--- src/rtl/buff_uart_arbiter_if.sv ---
`default_nettype none
// ============================================================================
// Module      : buff_uart_arbiter_if
// Description : Requester-side bus of the buffered-UART register-port arbiter.
//               Carries the packed per-requester request operands together
//               with the one-hot grant/done pulses and the shared read data.
// Revision    : 1.0 - initial release
// ----------------------------------------------------------------------------
// Signals:
//   req         N            per-requester request level
//   req_write   N            1 = write, 0 = read
//   req_address N*ADDR_W     requester i at [i*ADDRESS_WIDTH +: ADDRESS_WIDTH]
//   req_data    N*WIDTH      requester i at [i*WIDTH +: WIDTH]
//   lock        N            keep the grant for back-to-back transfers
//   grant       N            one-hot pulse, request accepted
//   done        N            one-hot pulse, transfer completed
//   rd_data     WIDTH        read result, valid with done of a read
// Modports:
//   master : driven by the requesters (system side)
//   slave  : seen by the arbiter
// ============================================================================
interface buff_uart_arbiter_if #(
  parameter int N_REQUESTERS  = 2,
  parameter int WIDTH         = 8,
  parameter int ADDRESS_WIDTH = 4
);

  logic [N_REQUESTERS-1:0]               req;
  logic [N_REQUESTERS-1:0]               req_write;
  logic [N_REQUESTERS*ADDRESS_WIDTH-1:0] req_address;
  logic [N_REQUESTERS*WIDTH-1:0]         req_data;
  logic [N_REQUESTERS-1:0]               lock;
  logic [N_REQUESTERS-1:0]               grant;
  logic [N_REQUESTERS-1:0]               done;
  logic [WIDTH-1:0]                      rd_data;

  modport master (
    output req,
    output req_write,
    output req_address,
    output req_data,
    output lock,
    input  grant,
    input  done,
    input  rd_data
  );

  modport slave (
    input  req,
    input  req_write,
    input  req_address,
    input  req_data,
    input  lock,
    output grant,
    output done,
    output rd_data
  );

endinterface
`default_nettype wire

--- src/rtl/buff_uart_arbiter.sv ---
`default_nettype none
// ============================================================================
// Module      : buff_uart_arbiter
// Description : Round-robin arbiter sharing the single register port of a
//               buffered UART among N_REQUESTERS bus masters. One transfer is
//               granted, issued to the UART as exactly one enable pulse and
//               completed with a one-hot done pulse (plus read data).
// Revision    : 1.0 - initial release
// ----------------------------------------------------------------------------
// Configuration macro:
//   BUFF_UART_ARB_LOCK_EN  defined   : lock[winner] & req[winner] in CAPTURE
//                                       keeps the grant with the same winner.
//                          undefined : lock is ignored, pure round-robin.
// ----------------------------------------------------------------------------
// Ports:
//   clock_i                in   sole clock, rising edge
//   reset_i                in   synchronous active-high reset
//   bus                    slave modport of buff_uart_arbiter_if
//   uart_active_address_o  out  UART active_address
//   uart_data_in_o         out  UART data_in
//   uart_write_enable_o    out  UART write_enable (one-cycle pulse)
//   uart_read_enable_o     out  UART read_enable (one-cycle pulse)
//   uart_data_out_i        in   UART data_out, valid one cycle after read
// ----------------------------------------------------------------------------
// Cycle timeline of one transfer (cycle numbers are output-visible cycles):
//   t   : state IDLE, grant[winner] high
//   t+1 : state ISSUE, one UART enable high with the latched operands
//   t+2 : state CAPTURE, uart_data_out sampled at the end of the cycle
//   t+3 : state IDLE, done[winner] (and rd_data) high; a new grant may be
//         presented in this same cycle.
// ============================================================================
module buff_uart_arbiter #(
  parameter int N_REQUESTERS  = 2,
  parameter int WIDTH         = 8,
  parameter int ADDRESS_WIDTH = 4
) (
  input  logic                     clock_i,
  input  logic                     reset_i,
  buff_uart_arbiter_if.slave       bus,
  output logic [ADDRESS_WIDTH-1:0] uart_active_address_o,
  output logic [WIDTH-1:0]         uart_data_in_o,
  output logic                     uart_write_enable_o,
  output logic                     uart_read_enable_o,
  input  logic [WIDTH-1:0]         uart_data_out_i
);

  localparam int IDX_W = (N_REQUESTERS > 1) ? $clog2(N_REQUESTERS) : 1;

  localparam logic [N_REQUESTERS-1:0] ONE_HOT_LSB =
    {{(N_REQUESTERS-1){1'b0}}, 1'b1};

  typedef enum logic [1:0] {
    S_IDLE    = 2'd0,
    S_ISSUE   = 2'd1,
    S_CAPTURE = 2'd2
  } state_t;

  // --------------------------------------------------------------------------
  // Registers
  // --------------------------------------------------------------------------
  state_t                    state_q;
  logic [IDX_W-1:0]          ptr_q;
  logic [IDX_W-1:0]          win_q;
  logic                      wr_q;
  logic [ADDRESS_WIDTH-1:0]  addr_q;
  logic [WIDTH-1:0]          data_q;
  logic [N_REQUESTERS-1:0]   grant_q;
  logic [N_REQUESTERS-1:0]   done_q;
  logic [WIDTH-1:0]          rd_data_q;
  logic [ADDRESS_WIDTH-1:0]  uart_addr_q;
  logic [WIDTH-1:0]          uart_din_q;
  logic                      uart_we_q;
  logic                      uart_re_q;

  // --------------------------------------------------------------------------
  // Unpack the per-requester operand buses
  // --------------------------------------------------------------------------
  logic [ADDRESS_WIDTH-1:0]  w_addr_arr [N_REQUESTERS];
  logic [WIDTH-1:0]          w_data_arr [N_REQUESTERS];

  for (genvar gi = 0; gi < N_REQUESTERS; gi++) begin : g_unpack
    assign w_addr_arr[gi] = bus.req_address[gi*ADDRESS_WIDTH +: ADDRESS_WIDTH];
    assign w_data_arr[gi] = bus.req_data[gi*WIDTH +: WIDTH];
  end

  // --------------------------------------------------------------------------
  // Pointer that CAPTURE will leave behind: normally winner+1 (mod N), or the
  // winner itself while a lock is being held.
  // --------------------------------------------------------------------------
  logic             w_hold;
  logic [IDX_W-1:0] w_win_inc;
  logic [IDX_W-1:0] w_cap_ptr;

`ifdef BUFF_UART_ARB_LOCK_EN
  assign w_hold = bus.lock[win_q] & bus.req[win_q];
`else
  logic unused_lock;
  assign unused_lock = ^bus.lock;
  assign w_hold      = 1'b0;
`endif

  assign w_win_inc = (win_q == IDX_W'(N_REQUESTERS - 1)) ? '0 : win_q + 1'b1;
  assign w_cap_ptr = w_hold ? win_q : w_win_inc;

  // --------------------------------------------------------------------------
  // Round-robin pick. The arbitration done on the CAPTURE edge must already
  // see the updated pointer, so the search base is chosen by state.
  // --------------------------------------------------------------------------
  logic [IDX_W-1:0]        w_base;
  logic [N_REQUESTERS-1:0] w_req_rot;
  logic                    w_found;
  logic [IDX_W-1:0]        w_pick;

  assign w_base    = (state_q == S_CAPTURE) ? w_cap_ptr : ptr_q;
  // Rotate req so that bit 0 is the requester at the search base.
  assign w_req_rot = N_REQUESTERS'({bus.req, bus.req} >> w_base);

  always_comb begin
    int p;
    w_found = 1'b0;
    w_pick  = '0;
    p       = 0;
    for (int j = 0; j < N_REQUESTERS; j++) begin
      if (!w_found && w_req_rot[j]) begin
        w_found = 1'b1;
        p       = int'(w_base) + j;
        if (p >= N_REQUESTERS) begin
          p = p - N_REQUESTERS;
        end
        w_pick = p[IDX_W-1:0];
      end
    end
  end

  // --------------------------------------------------------------------------
  // Controller. grant_q doubles as the "granted, issue next" marker in IDLE:
  // it is high for exactly the one IDLE cycle following an accepted request.
  // --------------------------------------------------------------------------
  always_ff @(posedge clock_i) begin
    if (reset_i) begin
      state_q     <= S_IDLE;
      ptr_q       <= '0;
      win_q       <= '0;
      wr_q        <= 1'b0;
      addr_q      <= '0;
      data_q      <= '0;
      grant_q     <= '0;
      done_q      <= '0;
      rd_data_q   <= '0;
      uart_addr_q <= '0;
      uart_din_q  <= '0;
      uart_we_q   <= 1'b0;
      uart_re_q   <= 1'b0;
    end else begin
      grant_q   <= '0;
      done_q    <= '0;
      uart_we_q <= 1'b0;
      uart_re_q <= 1'b0;

      unique case (state_q)
        S_IDLE: begin
          if (|grant_q) begin
            state_q     <= S_ISSUE;
            uart_addr_q <= addr_q;
            uart_din_q  <= data_q;
            uart_we_q   <= wr_q;
            uart_re_q   <= ~wr_q;
          end else if (w_found) begin
            grant_q <= ONE_HOT_LSB << w_pick;
            win_q   <= w_pick;
            wr_q    <= bus.req_write[w_pick];
            addr_q  <= w_addr_arr[w_pick];
            data_q  <= w_data_arr[w_pick];
          end
        end

        S_ISSUE: begin
          state_q <= S_CAPTURE;
        end

        S_CAPTURE: begin
          state_q <= S_IDLE;
          done_q  <= ONE_HOT_LSB << win_q;
          ptr_q   <= w_cap_ptr;
          if (!wr_q) begin
            rd_data_q <= uart_data_out_i;
          end
          // Next arbitration overlaps this completion.
          if (w_found) begin
            grant_q <= ONE_HOT_LSB << w_pick;
            win_q   <= w_pick;
            wr_q    <= bus.req_write[w_pick];
            addr_q  <= w_addr_arr[w_pick];
            data_q  <= w_data_arr[w_pick];
          end
        end

        default: begin
          state_q <= S_IDLE;
        end
      endcase
    end
  end

  // --------------------------------------------------------------------------
  // Outputs
  // --------------------------------------------------------------------------
  assign bus.grant             = grant_q;
  assign bus.done              = done_q;
  assign bus.rd_data           = rd_data_q;
  assign uart_active_address_o = uart_addr_q;
  assign uart_data_in_o        = uart_din_q;
  assign uart_write_enable_o   = uart_we_q;
  assign uart_read_enable_o    = uart_re_q;

endmodule
`default_nettype wire

--- src/flat_wrapper.sv ---
// flat-port wrapper written by rule: the top's interface ports become plain ports
module buff_uart_arbiter_flat 
#(
  parameter int N_REQUESTERS  = 2,
  parameter int WIDTH         = 8,
  parameter int ADDRESS_WIDTH = 4
)
  (clock_i, reset_i, uart_active_address_o, uart_data_in_o, uart_write_enable_o, uart_read_enable_o, uart_data_out_i, bus_req, bus_req_write, bus_req_address, bus_req_data, bus_lock, bus_grant, bus_done, bus_rd_data);
  buff_uart_arbiter_if #(.N_REQUESTERS(N_REQUESTERS), .WIDTH(WIDTH), .ADDRESS_WIDTH(ADDRESS_WIDTH)) bus_i ();
  input  logic clock_i;
  input  logic reset_i;
  output logic [ADDRESS_WIDTH-1:0] uart_active_address_o;
  output logic [WIDTH-1:0] uart_data_in_o;
  output logic uart_write_enable_o;
  output logic uart_read_enable_o;
  input  logic [WIDTH-1:0] uart_data_out_i;
  input wire logic [$bits(bus_i.req)-1:0] bus_req;
  input wire logic [$bits(bus_i.req_write)-1:0] bus_req_write;
  input wire logic [$bits(bus_i.req_address)-1:0] bus_req_address;
  input wire logic [$bits(bus_i.req_data)-1:0] bus_req_data;
  input wire logic [$bits(bus_i.lock)-1:0] bus_lock;
  output wire logic [$bits(bus_i.grant)-1:0] bus_grant;
  output wire logic [$bits(bus_i.done)-1:0] bus_done;
  output wire logic [$bits(bus_i.rd_data)-1:0] bus_rd_data;
  assign bus_i.req = bus_req;
  assign bus_i.req_write = bus_req_write;
  assign bus_i.req_address = bus_req_address;
  assign bus_i.req_data = bus_req_data;
  assign bus_i.lock = bus_lock;
  assign bus_grant = bus_i.grant;
  assign bus_done = bus_i.done;
  assign bus_rd_data = bus_i.rd_data;
  buff_uart_arbiter #(.N_REQUESTERS(N_REQUESTERS), .WIDTH(WIDTH), .ADDRESS_WIDTH(ADDRESS_WIDTH)) u_core (.clock_i(clock_i), .reset_i(reset_i), .bus(bus_i), .uart_active_address_o(uart_active_address_o), .uart_data_in_o(uart_data_in_o), .uart_write_enable_o(uart_write_enable_o), .uart_read_enable_o(uart_read_enable_o), .uart_data_out_i(uart_data_out_i));
endmodule
--- config.mk ---
export PLATFORM = sky130hd
export DESIGN_NAME = buff_uart_arbiter_flat
export DESIGN_NICKNAME = d
export VERILOG_FILES = /design/src/rtl/buff_uart_arbiter_if.sv /design/src/rtl/buff_uart_arbiter.sv /design/src/flat_wrapper.sv
export SDC_FILE = /design/constraint.sdc
export NUM_CORES = 1
export LEC_CHECK = 0
export CORE_MARGIN = 4
export CORE_UTILIZATION = 38
export CTS_CLUSTER_DIAMETER = 30
export CTS_CLUSTER_SIZE = 10
export DETAILED_ROUTE_END_ITERATION = 16
export PLACE_DENSITY_LB_ADDON = 0.2
export RECOVER_POWER = 100
export SLEW_MARGIN = 20
export SYNTH_ARGS = -nofsm -noshare
export SYNTH_HDL_FRONTEND = slang
export SYNTH_SLANG_ARGS = --single-unit
--- constraint.sdc ---
create_clock -name clock_i -period 2.01 [get_ports clock_i]
set_clock_uncertainty 0.1 [all_clocks]
set_input_delay 0.3015 -clock clock_i [delete_from_list [all_inputs] [get_ports clock_i]]
set_output_delay 0.3015 -clock clock_i [all_outputs]
set_load 0.01 [all_outputs]
==> impl_results.md <==
- Post-synth ARST share: 0
- Final Worst Setup Slack: 0.181 ns
- Post-synth EDFFs: 0
- Period minus WS final: 1.83 ns
- Crit path max-delay family: compound AO/OA/AOI/OAI gates
- Max VDD drop: ~0.00056 V
- Post-cts sizing count: 0
- CP peak stage delay: 0.36 ns
- Share of cells above drive strength 1: 0.107
- WP data required: just over 2 ns
- Crit path arrival time: roughly 1.9 ns
- Ant. Diodes: 0
- FF-to-FF End: u_core.data_q[6]
- Total Routing Usage GR: 0.146
- Syn_nets: around 220
- Fmax: approximately 550 MHz
- Critical R2R Launch: u_core.state_q[1]
- Worst-Margin Slew: 0.555 ns
- Later-pin clock latency in the skew report: 0.29 ns
- Fin nets: between 200 and 300
- Final Cycle Share: 0.910
- Detailed router's first-iteration violation count: slightly below 60
- HP Class: flip-flop to flip-flop
- CTS Buffer Depth: 2
- Area grow syn2layout: 48.6%
- Synth area leaders: dfxtp_1, mux2i_1, nand2_1, a21oi_1, a211oi_2
- Main synth FF type: dfxtp_1
- Worst setup EP type: flip-flop
- Final setup vio count: 0
- Crit path cell chain: or2b_4, a311oi_4, buf_4, mux2i_1, a211oi_2
- Avg Inst Size Synth: 9.34 um^2
- Setup Crit Path Kind: flip-flop to flip-flop
- Port bufs: 63
- Pwr Density: just over 800 nW/um^2
- Slew HR: 0.630
- Hold WS: ~0.35 ns
- Synth area leader: dfxtp_1
- CTS Buf Count: 5
- GRT Residual Overflow: 0
- DR vias: between 1k and 1.5k
- Share of Yosys cell area claimed by the top area cell type: 0.518
- Hold_buf cts: 0
- Starting Density: 0.404
- Cell Area, Synth: about 1700 um^2
- Most frequent cells after synthesis: dfxtp_1, nand2_1, a21oi_1, nor2_1, mux2i_1
- Core ar.: ~4100 um^2
- Post-synthesis sequential area ratio: 0.518
- Die width: 74.2 um
- I/O pins: 66
- Count leader, synth: dfxtp_1
- R2R depth: 5
- Clock Sinks: 43
- Cells after Synth: ~180
- Final Cell Area: roughly 2500 um^2
- Critical-path top delay cell: dfxtp_1
- Vias in the first global route: 1361
- Max-slew violation total from the final report: 0
- Pre-CTS WS: -0.0761 ns
- End of the worst hold path: u_core.uart_active_address_o[0]
- Status: complete, no violations
- Internal: 0.00152 W
- Share of total power in the clock network: 0.337
- Initial antenna violation count: 0
- Clk root buf: clkbuf_8
- Final HPWL DP: around 2800 um
- Sw Ratio: 0.250
- Wire length of the first global-routing pass: between 6000 and 7000 um
- Yosys warnings: 0
- Post-DP Area: around 2400 um^2
- WHS Path Cells: 2
- DR WL/cell: 12.9 um
- Sequential share of power: 0.475
- Worst Path Buf+Inv: 1
- Reg clk slew, reported paths: around 0.08 ns
- Antenna Nets Post-Route: 0
- Yosys cell types: 22
- Die height: between 70 and 80 um
- Gate power share: 0.189
- Max H-tree Level: 2
- Row cnt: 23
- Postcts setup bufs: 0
- Worst Path Max Fanout: 14
- #FFs+latches synth: 43
- Maxcap violations: 0
- Vias per cell: 4.82
- Min-Delay Startpoint: u_core.addr_q[0]
- DRC errors left: 0
- Endpoints failing hold: 0
- Net Sw Power: about 0.00051 W
- DR pass1 iterations: 2
- RSZ-0062 raised after global routing: no
- R2R setup slack: 0.18 ns
- Routed WL: between 3000 and 4000 um
- DIE AREA: 5500 um^2
- Filler cells: just under 400
- CTS tree: yes
- GP Congestion: ~0.7
- Critical path startpoint category: flip-flop
- P_leak: about 0.99 nW
- Maximum number of pins on one net before global-route repair: 28
[stage by stage]
stage | total power [W] | instances | util | TNS, ns
2_1_floorplan | 0.00120 | 178 | - | 0
6_report | 0.00203 | 294 | 0.600 | 0
3_5_place_dp | 0.00139 | 286 | 0.572 | -0.587
3_3_place_gp | 0.00138 | 286 | 0.572 | -0.204
5_1_grt | 0.00215 | 294 | 0.600 | 0
4_1_cts | 0.00207 | 294 | 0.600 | 0
[final cells by class]
type	instances	area [um^2]	area share
clock buffers	6	82.6	0.0334
repair buffers	70	678	0.274
well taps	50	62.6	0.0253
clock inverters	2	35.0	0.0142
multi-input cells	121	744	0.301
inverters	2	7.51	0.00304
flip-flops and latches	43	861	0.348
[cell families after synthesis]
family          Yosys count  share of synthesized area
simple gates             63                      0.171
buf+inv                  14                     0.0384
flops                    43                      0.518
compound gates           44                      0.189
mux                      14                     0.0843
[layout by cell type (no fill, tap or decap)]
cell / Yosys / routed
clkdlybuf4s50_1: 0 / 36
a211oi_2: 7 / 7
nor2_1: 19 / 19
nand2_1: 32 / 32
mux2i_1: 14 / 14
nor3_1: 2 / 2
and2_1: 1 / 1
or2b_4: 1 / 1
a211oi_1: 6 / 6
dfxtp_1: 43 / 43
clkinv_2: 0 / 1
nor3b_1: 3 / 3
buf_2: 0 / 1
and4b_1: 1 / 1
a311oi_4: 1 / 1
a21oi_1: 21 / 21
dlygate4sd3_1: 0 / 26
o21ai_0: 8 / 8
o21ba_1: 0 / 1
bufinv_16: 0 / 1
nor4b_1: 1 / 1
clkbuf_8: 0 / 6
inv_1: 2 / 2
nor3_4: 0 / 1
buf_4: 0 / 7
nand2b_1: 1 / 1
and2b_1: 1 / 1
[sequential cells by signal (all words and copies together), names as in the netlist]
name,flops
u_core.uart_data_in_o,8
u_core.data_q,8
u_core.wr_q,1
u_core.addr_q,4
u_core.state_q,2
u_core.uart_active_address_o,4
u_core.ptr_q,1
u_core.bus.rd_data,8
u_core.uart_write_enable_o,1
u_core.bus.done,2
u_core.uart_read_enable_o,1
u_core.win_q,1
u_core.bus.grant,2
[per-layer routing]
layer | routed length (um) | track usage
met5 | 0 | 0
met4 | 41 | 0.0423
met3 | 232 | 0.0486
met2 | 1880 | 0.239
met1 | 1630 | 0.183
[worst min-delay path: stages, from the launching register on]
cell and delay (ns):
dfxtp_1 0.31, nand2_1 0.05, a21oi_1 0.05
[how the worst max path moves through the flow]
stage / to / cells past startpoint / from / slack (ns)
final: u_core.data_q[6] / 5 / u_core.state_q[1] / 0.18
after global routing: u_core.addr_q[3] / 5 / u_core.state_q[1] / 0.08
after CTS: u_core.wr_q / 5 / u_core.state_q[1] / 0.16
after floorplan: u_core.data_q[1] / 5 / u_core.state_q[1] / 0.15
after detailed placement: u_core.wr_q / 6 / bus_req[0] / -0.08
after global placement: u_core.data_q[4] / 6 / bus_req[0] / -0.05
[power by group through the flow]
| stage | Clock (W) | Sequential [W] | Combinational, W |
|---|---|---|---|
| 2_1_floorplan | 0 | 0.000987 | 0.000214 |
| 3_3_place_gp | 0 | 0.000984 | 0.000394 |
| 3_5_place_dp | 0 | 0.000984 | 0.000401 |
| 4_1_cts | 0.000703 | 0.000965 | 0.000402 |
| 5_1_grt | 0.000749 | 0.000974 | 0.000429 |
| 6_report | 0.000683 | 0.000963 | 0.000383 |
(Power assumes the default switching activity.)
